**config.mk**
```make
export PLATFORM = sky130hd
export DESIGN_NAME = bcd_alu_sequencer_flat
export DESIGN_NICKNAME = d
export VERILOG_FILES = /design/src/rtl/bcd_alu_pkg.sv /design/src/rtl/bcd_alu_sequencer_if.sv /design/src/rtl/bcd_digit_unit.sv /design/src/rtl/bcd_alu_sequencer.sv /design/src/flat_wrapper.sv
export SDC_FILE = /design/constraint.sdc
export NUM_CORES = 1
export LEC_CHECK = 0
export CAP_MARGIN = 20
export CORE_AREA = 2 2 104 106
export CTS_BUF_LIST = sky130_fd_sc_hd__clkbuf_16
export DETAILED_ROUTE_END_ITERATION = 16
export DIE_AREA = 0 0 106 108
export PLACE_DENSITY_LB_ADDON = 0.3
export SLEW_MARGIN = 20
export SYNTH_ARGS = -nofsm -noshare
export SYNTH_HDL_FRONTEND = slang
export SYNTH_SLANG_ARGS = --single-unit
```
**constraint.sdc**
```tcl
create_clock -name clk -period 3.7 [get_ports clk]
set_clock_uncertainty 0.15 [all_clocks]
set_input_delay 0.74 -clock clk [delete_from_list [all_inputs] [get_ports clk]]
set_output_delay 0.74 -clock clk [all_outputs]
set_load 0.03 [all_outputs]
```
**src/rtl/bcd_alu_pkg.sv**
```systemverilog
// Shared constants, state encoding and operand validation for the digit-serial BCD add/subtract sequencer.
package bcd_alu_pkg;
    localparam int NUM_DIGITS = 3;
    localparam int DIGIT_W    = 4;
    localparam int MAG_W      = DIGIT_W * NUM_DIGITS;
    localparam int W          = DIGIT_W * (NUM_DIGITS + 1);
    localparam int IDX_W      = (NUM_DIGITS > 1) ? $clog2(NUM_DIGITS) : 1;

    localparam logic [DIGIT_W-1:0] SIGN_POS = 4'hF;
    localparam logic [DIGIT_W-1:0] SIGN_NEG = 4'hE;

    localparam logic [2:0] S_IDLE   = 3'd0;
    localparam logic [2:0] S_ORDER  = 3'd1;
    localparam logic [2:0] S_DIGIT  = 3'd2;
    localparam logic [2:0] S_FINISH = 3'd3;
    localparam logic [2:0] S_DONE   = 3'd4;

    typedef enum logic {MODE_ADD = 1'b0, MODE_SUB = 1'b1} mode_t;

    // A legal operand has a recognised sign nibble and only decimal magnitude digits.
    function automatic logic operand_ok(input logic [W-1:0] op);
        logic ok;
        ok = (op[W-1 -: DIGIT_W] == SIGN_POS) || (op[W-1 -: DIGIT_W] == SIGN_NEG);
        for (int i = 0; i < NUM_DIGITS; i++) begin
            if (op[i*DIGIT_W +: DIGIT_W] > 4'd9) ok = 1'b0;
        end
        return ok;
    endfunction
endpackage

```
**src/rtl/bcd_alu_sequencer_if.sv**
```systemverilog
// Request/result bundle between the operand-entry front end (master) and the BCD sequencer (slave).
interface bcd_alu_sequencer_if;
    import bcd_alu_pkg::*;

    logic         start;
    logic [W-1:0] op_a;
    logic [W-1:0] op_b;
    logic         busy;
    logic         done;
    logic [W-1:0] result;
    logic         overflow;
    logic         err;

    modport master (output start, op_a, op_b, input busy, done, result, overflow, err);
    modport slave  (input start, op_a, op_b, output busy, done, result, overflow, err);
endinterface

```
**src/rtl/bcd_digit_unit.sv**
```systemverilog
// Single-digit BCD adder/subtractor with decimal correction; purely combinational, zero latency.
module bcd_digit_unit
    import bcd_alu_pkg::*;
(
    input  logic [DIGIT_W-1:0] a,
    input  logic [DIGIT_W-1:0] b,
    input  logic               cin,
    input  logic               sub,
    output logic [DIGIT_W-1:0] d,
    output logic               cout
);
    logic [DIGIT_W:0] sum;
    logic [DIGIT_W:0] diff;

    always_comb begin
        sum  = {1'b0, a} + {1'b0, b} + {{DIGIT_W{1'b0}}, cin};
        diff = {1'b0, a} - {1'b0, b} - {{DIGIT_W{1'b0}}, cin};
        if (sub) begin
            // Top bit of the 5-bit difference is the borrow; adding 10 mod 16 restores the decimal digit.
            cout = diff[DIGIT_W];
            d    = diff[DIGIT_W] ? diff[DIGIT_W-1:0] + 4'd10 : diff[DIGIT_W-1:0];
        end else begin
            cout = (sum > 5'd9);
            d    = cout ? sum[DIGIT_W-1:0] + 4'd6 : sum[DIGIT_W-1:0];
        end
    end
endmodule

```
**src/rtl/bcd_alu_sequencer.sv**
```systemverilog
// Signed sign-magnitude BCD add/subtract, one digit per cycle through a shared digit unit.
// Done pulses NUM_DIGITS+2 edges after the start edge (same edge for bad operands); start is ignored unless idle.
module bcd_alu_sequencer
    import bcd_alu_pkg::*;
(
    input  logic               clk,
    input  logic               reset,
    bcd_alu_sequencer_if.slave io
);
    logic [2:0]         state_q, state_d;
    logic [W-1:0]       a_q, a_d, b_q, b_d;
    logic [MAG_W-1:0]   x_q, x_d, y_q, y_d, acc_q, acc_d;
    logic [DIGIT_W-1:0] sign_q, sign_d;
    mode_t              mode_q, mode_d;
    logic               carry_q, carry_d;
    logic [IDX_W-1:0]   idx_q, idx_d;
    logic [W-1:0]       result_q, result_d;
    logic               ovf_q, ovf_d, err_q, err_d;

    logic [DIGIT_W-1:0] dig_x, dig_y, dig_r;
    logic               dig_cout;
    logic               a_gt, mag_eq;

    assign a_gt   = a_q[MAG_W-1:0] > b_q[MAG_W-1:0];
    assign mag_eq = a_q[MAG_W-1:0] == b_q[MAG_W-1:0];

    always_comb begin
        dig_x = '0;
        dig_y = '0;
        for (int i = 0; i < NUM_DIGITS; i++) begin
            if (idx_q == IDX_W'(i)) begin
                dig_x = x_q[i*DIGIT_W +: DIGIT_W];
                dig_y = y_q[i*DIGIT_W +: DIGIT_W];
            end
        end
    end

    bcd_digit_unit u_digit (
        .a    (dig_x),
        .b    (dig_y),
        .cin  (carry_q),
        .sub  (mode_q == MODE_SUB),
        .d    (dig_r),
        .cout (dig_cout)
    );

    always_comb begin
        state_d  = state_q;
        a_d      = a_q;
        b_d      = b_q;
        x_d      = x_q;
        y_d      = y_q;
        acc_d    = acc_q;
        sign_d   = sign_q;
        mode_d   = mode_q;
        carry_d  = carry_q;
        idx_d    = idx_q;
        result_d = result_q;
        ovf_d    = ovf_q;
        err_d    = err_q;
        case (state_q)
            S_IDLE: begin
                if (io.start) begin
                    a_d = io.op_a;
                    b_d = io.op_b;
                    if (!operand_ok(io.op_a) || !operand_ok(io.op_b)) begin
                        result_d = {SIGN_POS, {MAG_W{1'b0}}};
                        ovf_d    = 1'b0;
                        err_d    = 1'b1;
                        state_d  = S_DONE;
                    end else begin
                        state_d = S_ORDER;
                    end
                end
            end
            S_ORDER: begin
                // Result sign is fixed here so FINISH only has to assemble the word.
                if (a_q[W-1 -: DIGIT_W] == b_q[W-1 -: DIGIT_W]) begin
                    mode_d = MODE_ADD;
                    x_d    = a_q[MAG_W-1:0];
                    y_d    = b_q[MAG_W-1:0];
                    sign_d = a_q[W-1 -: DIGIT_W];
                end else if (a_gt) begin
                    mode_d = MODE_SUB;
                    x_d    = a_q[MAG_W-1:0];
                    y_d    = b_q[MAG_W-1:0];
                    sign_d = a_q[W-1 -: DIGIT_W];
                end else begin
                    mode_d = MODE_SUB;
                    x_d    = b_q[MAG_W-1:0];
                    y_d    = a_q[MAG_W-1:0];
                    sign_d = mag_eq ? SIGN_POS : b_q[W-1 -: DIGIT_W];
                end
                carry_d = 1'b0;
                idx_d   = '0;
                acc_d   = '0;
                state_d = S_DIGIT;
            end
            S_DIGIT: begin
                for (int i = 0; i < NUM_DIGITS; i++) begin
                    if (idx_q == IDX_W'(i)) acc_d[i*DIGIT_W +: DIGIT_W] = dig_r;
                end
                carry_d = dig_cout;
                if (idx_q == IDX_W'(NUM_DIGITS - 1)) begin
                    state_d = S_FINISH;
                end else begin
                    idx_d = idx_q + 1'b1;
                end
            end
            S_FINISH: begin
                result_d = {sign_q, acc_q};
                ovf_d    = (mode_q == MODE_ADD) && carry_q;
                err_d    = 1'b0;
                state_d  = S_DONE;
            end
            S_DONE:  state_d = S_IDLE;
            default: state_d = S_IDLE;
        endcase
    end

    always_ff @(posedge clk or posedge reset) begin
        if (reset) begin
            state_q  <= S_IDLE;
            a_q      <= '0;
            b_q      <= '0;
            x_q      <= '0;
            y_q      <= '0;
            acc_q    <= '0;
            sign_q   <= SIGN_POS;
            mode_q   <= MODE_ADD;
            carry_q  <= 1'b0;
            idx_q    <= '0;
            result_q <= {SIGN_POS, {MAG_W{1'b0}}};
            ovf_q    <= 1'b0;
            err_q    <= 1'b0;
        end else begin
            state_q  <= state_d;
            a_q      <= a_d;
            b_q      <= b_d;
            x_q      <= x_d;
            y_q      <= y_d;
            acc_q    <= acc_d;
            sign_q   <= sign_d;
            mode_q   <= mode_d;
            carry_q  <= carry_d;
            idx_q    <= idx_d;
            result_q <= result_d;
            ovf_q    <= ovf_d;
            err_q    <= err_d;
        end
    end

    assign io.busy     = (state_q == S_ORDER) || (state_q == S_DIGIT) || (state_q == S_FINISH);
    assign io.done     = (state_q == S_DONE);
    assign io.result   = result_q;
    assign io.overflow = ovf_q;
    assign io.err      = err_q;
endmodule

```
**src/flat_wrapper.sv**
```systemverilog
// flat-port wrapper written by rule: the top's interface ports become plain ports
module bcd_alu_sequencer_flat import bcd_alu_pkg::*;
  (clk, reset, io_start, io_op_a, io_op_b, io_busy, io_done, io_result, io_overflow, io_err);
  bcd_alu_sequencer_if io_i ();
  input  logic clk;
  input  logic reset;
  input wire logic [$bits(io_i.start)-1:0] io_start;
  input wire logic [$bits(io_i.op_a)-1:0] io_op_a;
  input wire logic [$bits(io_i.op_b)-1:0] io_op_b;
  output wire logic [$bits(io_i.busy)-1:0] io_busy;
  output wire logic [$bits(io_i.done)-1:0] io_done;
  output wire logic [$bits(io_i.result)-1:0] io_result;
  output wire logic [$bits(io_i.overflow)-1:0] io_overflow;
  output wire logic [$bits(io_i.err)-1:0] io_err;
  assign io_i.start = io_start;
  assign io_i.op_a = io_op_a;
  assign io_i.op_b = io_op_b;
  assign io_busy = io_i.busy;
  assign io_done = io_i.done;
  assign io_result = io_i.result;
  assign io_overflow = io_i.overflow;
  assign io_err = io_i.err;
  bcd_alu_sequencer u_core (.clk(clk), .reset(reset), .io(io_i));
endmodule
```
==> flow_summary.json, run 1 <==
{
  "port_buffers": 54,
  "clkSinkCount": 97,
  "worstMarginPinSlew_ns": 1.05,
  "cp_num_buf_inv": 3,
  "syn_avg_cell_area_um2": 11.0,
  "start_util_pct": 49.8,
  "hold_path_class": "flip-flop to flip-flop",
  "drt_iter0_drc": 187,
  "slew_headroom_pct": 29.9,
  "dieArea_mm2": 0.0114,
  "power_density_mw_per_mm2": 388,
  "clock_latency_ns": 0.34,
  "dp_hpwl_um": 7920,
  "max_freq_ghz": 0.282,
  "slowest_delay_ns": 0.41,
  "hold_viol_final": 0,
  "nNetsFinal": 589,
  "synth-seq-area-share_pct": 47.8,
  "gp_congestion": 0.824,
  "synth_top_area_share_pct": 43.7,
  "critPathCaptureType": "flip-flop",
  "syn-cell-area_mm2": 0.00509,
  "antenna_found_initial": 0,
  "ios": 55,
  "drc": 0,
  "cp_common_cell": "fa_2",
  "coreArea_mm2": 0.0102,
  "final_cell_mix": "89 x dfrtp_1, 54 x clkdlybuf4s50_1, 43 x nand2_1, 28 x o21ai_0, 27 x nand2b_1",
  "status": "completed",
  "synth_fp_nets": 528,
  "grt_max_degree": 98,
  "syn_to_final_growth_pct": 22.8,
  "async_reset_ff_share_pct": 100,
  "p_leak_nw": 2.82,
  "cp_cell_sequence": "buf_6, ha_4, nor2b_4, a22oi_1, o21a_1, inv_1, fa_2, inv_2, fa_2, xor2_2, ha_2, nor2b_1, a31oi_2, a31o_4, xor2_1, nand2_1, a32o_1",
  "cts_htree_levels": 3,
  "synth_area_leader_cell": "dfrtp_1",
  "min_period_ns": 3.55,
  "cp.arrival_ns": 3.63,
  "cts.clk_slew.worst_paths_ns": 0.07,
  "synthTopCellsByArea": "dfrtp_1 44%, ha_1 5.9%, o221a_2 5.3%",
  "vias": 3798,
  "cts_tree": "done",
  "grt_pass1_vias": 3888,
  "dp.cells": 646,
  "synth_ff_type": "dfrtp_1",
  "ys_ff_latch": 97,
  "drtPass1Iterations": 5,
  "critPathTopFamily": "adder cells",
  "cts_made_buffers": 9,
  "drtAntennaViolNets": 0,
  "fin_crit_sh_pct": 96.0,
  "grt_pass1_wl_um": 18100,
  "wl_um": 11000,
  "path_class": "flip-flop to flip-flop",
  "drive_gt1_share_pct": 23.9,
  "viasPerCell": 5.69,
  "synth_edf_count": 0,
  "detail_route.wl_per_cell_um": 16.5,
  "diodes": 0,
  "root_buffer": "clkbuf_16",
  "grt_usage_pct": 20.1,
  "yosys_warnings": 0,
  "setup_viol": 0,
  "layout_commonest_cell": "dfrtp_1",
  "max-cap-violations": 0,
  "synth_cells": 465,
  "stdcell_area_mm2": 0.00626,
  "fp.dieW_um": 106,
  "die_h_um": 108,
  "rows": 37,
  "ys_types": 60,
  "vdd_ir_drop_max_mv": 0.298,
  "finalNonFillerCells": 667,
  "maxSlewViolCount": 0,
  "cp_max_fo": 7,
  "cpMaxStageDelayCell": "fa_2",
  "clockBufferDepth": 2,
  "crit_required_ns": 3.78,
  "overflow": 0,
  "placed_area_mm2": 0.00581,
  "cp-start-kind": "flip-flop"
}
[layout make-up]
cell class,instances,area (um^2)
Inverter,29,110
Sequential cell,97,2440
Tap cell,136,170
Timing Repair Buffer,74,707
Fill cell,805,3980
Clock buffer,9,225
Multi-Input combinational cell,315,2540
Clock inverter,7,70.1
[cells by family (layout without fill, tap and decap cells)]
group | count (synthesis) | count (layout) | share of synthesized area (%)
buf+inv | 53 | 119 | 4.59
flops | 97 | 97 | 47.8
xor+xnor | 10 | 10 | 1.72
simple gates | 116 | 116 | 12.3
compound gates | 131 | 131 | 19.6
mux | 30 | 30 | 6.46
fa+ha+maj | 28 | 28 | 7.47
[flip-flops by register name, indices dropped and copies added (netlist names), 2 cells and up]
| name | count |
|---|---|
| u_core.a_q | 16 |
| u_core.b_q | 16 |
| u_core.io.result | 16 |
| u_core.acc_q | 12 |
| u_core.x_q | 12 |
| u_core.y_q | 12 |
| u_core.sign_q | 4 |
| u_core.state_q | 3 |
| u_core.idx_q | 2 |
[worst reg2reg max path: cells and delay by family (launching register included)]
kind | cells | cell delay (ns)
AO/OA/AOI/OAI | 5 | 0.92
XOR/XNOR | 2 | 0.32
adder cells (fa/ha/maj) | 4 | 1.01
buffers and inverters | 3 | 0.26
flip-flops | 1 | 0.40
AND/OR/NAND/NOR | 3 | 0.38
[Yosys cell counts, drive strengths merged (5+ instances only)]
library cell,instances
dfstp,8
nand2b,27
mux2,23
xor2,7
a22o,12
o21ai,35
ha,24
clkbuf,13
nand4,5
o221a,24
a21o,6
mux2i,7
nor2,18
a21oi,22
inv,29
dfrtp,89
nand2,43
buf,11
[per-layer routing]
layer  up-vias  part of all wire, %  wire [um]  GRT usage (%)
met5         -                    0          0              0
met4         0                  2.6        286           9.77
met3        24                  3.9        431           3.56
met2        88                   48       5330           32.7
met1      1885                   45       4950           26.3
li1       1801                    -          -              -
[repair_timing]
action	in CTS	in global routing
gates resized for setup	9	23
setup buffers	4	1
setup endpoints to repair	9	9
pin swaps	5	10
hold buffers	0	0
[report_power, final]
| group | switching, W | internal (W) |
|---|---|---|
| clock | 0.000399 | 0.000522 |
| sequential | 0.0000650 | 0.00112 |
| combinational | 0.000162 | 0.000161 |
| total | 0.000627 | 0.00180 |
[final timing paths]
check,slack [ns],startpoint,cells after the start,endpoint
worst max-delay path,0.15,u_core.idx_q[0],17,u_core.acc_q[9]
worst min register to register,0.35,u_core.acc_q[8],2,u_core.acc_q[8]
min in group asynchronous,0.63,reset,3,u_core.io.result[1]
worst min-delay path,0.35,u_core.acc_q[8],2,u_core.acc_q[8]
max in group asynchronous,2.33,reset,3,u_core.sign_q[3]
worst max register to register,0.15,u_core.idx_q[0],17,u_core.acc_q[9]
[stage by stage]
| stage | total power (W) | util (%) | TNS [ns] | hold WS, ns | setup WS (ns) |
|---|---|---|---|---|---|
| after global routing | 0.00254 | 61.1 | -0.123 | 0.372 | -0.0300 |
| after CTS | 0.00243 | 60.3 | 0 | 0.346 | 0.00351 |
| after detailed placement | 0.00151 | 56.8 | -0.765 | 0.331 | -0.126 |
| after global placement | 0.00150 | 56.8 | 0 | 0.330 | 0.0659 |
| final | 0.00243 | 61.1 | 0 | 0.346 | 0.150 |
| after floorplan | 0.00139 | - | -0.00927 | 0.301 | -0.00310 |
No activity file was read; power rests on OpenSTA's default activity.
==> run 2, diff against run 1 <==
==> constraint.sdc (replaced) <==
create_clock -name clk -period 3.65 [get_ports clk]
set_clock_uncertainty 0.15 [all_clocks]
set_input_delay 0.73 -clock clk [delete_from_list [all_inputs] [get_ports clk]]
set_output_delay 0.73 -clock clk [all_outputs]
set_load 0.03 [all_outputs]
==> flow_summary.json, run 2 (synthesized netlist as in run 1, its figures left out) <==
{
  "status": "completed",
  "drtAntennaViolNets": 0,
  "critPathLaunch": "u_core.idx_q[0]",
  "cts.clk_slew.worst_paths_ns": 0.07,
  "rows": 37,
  "crit_required_ns": 3.74,
  "start_util_pct": 49.8,
  "drive_gt1_share_pct": 25.7,
  "final_core_util_pct": 62.3,
  "cp_max_fo": 6,
  "grt_max_degree": 45,
  "drtPass1Iterations": 5,
  "use_met1_pct": 28.1,
  "syn_to_final_growth_pct": 25.1,
  "critPathCaptureType": "flip-flop",
  "clock_latency_ns": 0.35,
  "dieArea_mm2": 0.0114,
  "r2r-start": "u_core.idx_q[0]",
  "p_leak_nw": 2.89,
  "holdBufCountCts": 0,
  "layout_commonest_cell": "dfrtp_1",
  "max-cap-violations": 0,
  "fp.dieW_um": 106,
  "clkSinkCount": 97,
  "path_class": "flip-flop to flip-flop",
  "grtUsageMet3_pct": 3.62,
  "vdd_ir_drop_max_mv": 0.259,
  "nNetsFinal": 595,
  "dp.cells": 646,
  "hp-start": "u_core.io.err",
  "detail_route.wl_per_cell_um": 17.4,
  "die_h_um": 108,
  "worstMarginPinSlew_ns": 0.878,
  "grt_usage_pct": 21.0,
  "hold_ws_ns": 0.348,
  "coreArea_mm2": 0.0102,
  "fill_cells": 807,
  "vias": 3805,
  "grt_pass1_vias": 3733,
  "clockBufferDepth": 2,
  "diodes": 0,
  "slowest_delay_ns": 0.43,
  "cpMaxStageDelayCell": "fa_2",
  "busiest_layer": "met2",
  "regArea_mm2": 0.00244,
  "hold_viol_final": 0,
  "slew_headroom_pct": 41.2,
  "multi_input_area_mm2": 0.00259,
  "ios": 55,
  "drc": 0,
  "rsz0062_at_grt": "true",
  "drt_iter0_drc": 278,
  "dp_hpwl_um": 8160,
  "cts_tree": "done",
  "grt_util_met2_pct": 34.5,
  "grt_pass1_wl_um": 18800,
  "maxSlewViolCount": 0,
  "wl_um": 11700,
  "finalNonFillerCells": 673,
  "overflow": 0,
  "hold_path_class": "flip-flop to flip-flop",
  "port_buffers": 54,
  "viasPerCell": 5.65,
  "cts_htree_levels": 3,
  "gp_congestion": 0.923,
  "critPathTopFamily": "adder cells",
  "cp-start-kind": "flip-flop",
  "min_period_ns": 3.55,
  "antenna_found_initial": 0,
  "setup_viol": 0,
  "cp.arrival_ns": 3.64,
  "cts_made_buffers": 9,
  "final_cell_mix": "89 x dfrtp_1, 54 x clkdlybuf4s50_1, 43 x nand2_1, 27 x o21ai_0, 26 x nand2b_1",
  "cp_cell_sequence": "buf_6, ha_4, nor2b_4, a22oi_2, o21a_1, fa_2, inv_2, fa_2, inv_2, ha_4, nor3b_1, a21o_1, a221oi_2, xnor2_1, o22ai_2, mux2_2",
  "max_freq_ghz": 0.281,
  "power_density_mw_per_mm2": 401,
  "cp_num_buf_inv": 3,
  "root_buffer": "clkbuf_16",
  "fin_crit_sh_pct": 97.4
}
## run 2: final cells by class
class                   count  area share, %
clock inverters             7           1.47
clock buffers               9           3.53
inverters                  29           1.73
flip-flops and latches     97           38.2
repair buffers             80           11.8
multi-input cells         315           40.6
well taps                 136           2.67
## run 2: through the flow
| step | setup WS (ns) | power, W | cell area [um^2] | setup TNS, ns |
|---|---|---|---|---|
| 3_5_place_dp | -0.0982 | 0.00153 | 5820 | -0.789 |
| 5_1_grt | -0.0562 | 0.00267 | 6370 | -0.429 |
| 3_3_place_gp | 0.0859 | 0.00152 | 5820 | 0 |
| 2_1_floorplan | 0.0168 | 0.00141 | 5110 | 0 |
| 4_1_cts | 0.00164 | 0.00255 | 6180 | 0 |
| 6_report | 0.0957 | 0.00256 | 6370 | 0 |
## run 2: worst reg2reg max path: cells and delay by family (launching register included)
kind                     cells  cell delay [ns]
AO/OA/AOI/OAI                5             0.82
flip-flops                   1             0.41
buffers and inverters        3             0.29
AND/OR/NAND/NOR              2             0.19
XOR/XNOR                     1             0.16
multiplexers                 1             0.28
adder cells (fa/ha/maj)      4             1.16
## run 2: layer usage
metal	vias up	part of all wire, %
li1	1814	-
met1	1888	46
met2	86	49
met3	17	3.5
met4	0	1.7
met5	-	0
## run 2: final timing paths
kind	endpoint	slack [ns]	depth (start not counted)
max reg2reg	u_core.acc_q[3]	0.1	16
min in group asynchronous	u_core.acc_q[10]	0.60	2
min	u_core.io.err	0.35	1
min reg2reg	u_core.io.err	0.35	1
max in group asynchronous	u_core.sign_q[3]	1.95	3
max	u_core.acc_q[3]	0.1	16
## run 2: timing repair
action	CTS	global route
endpoints found under the setup margin	9	10
hold endpoints to repair	0	0
gates resized for setup	7	30
pin swaps	2	19
buffers inserted	2	9
## run 2: power by group
group	internal, W	switching [W]
Combinational	0.000169	0.000166
Clock	0.000603	0.000422
Sequential	0.00113	0.0000649
Total	0.00190	0.000654
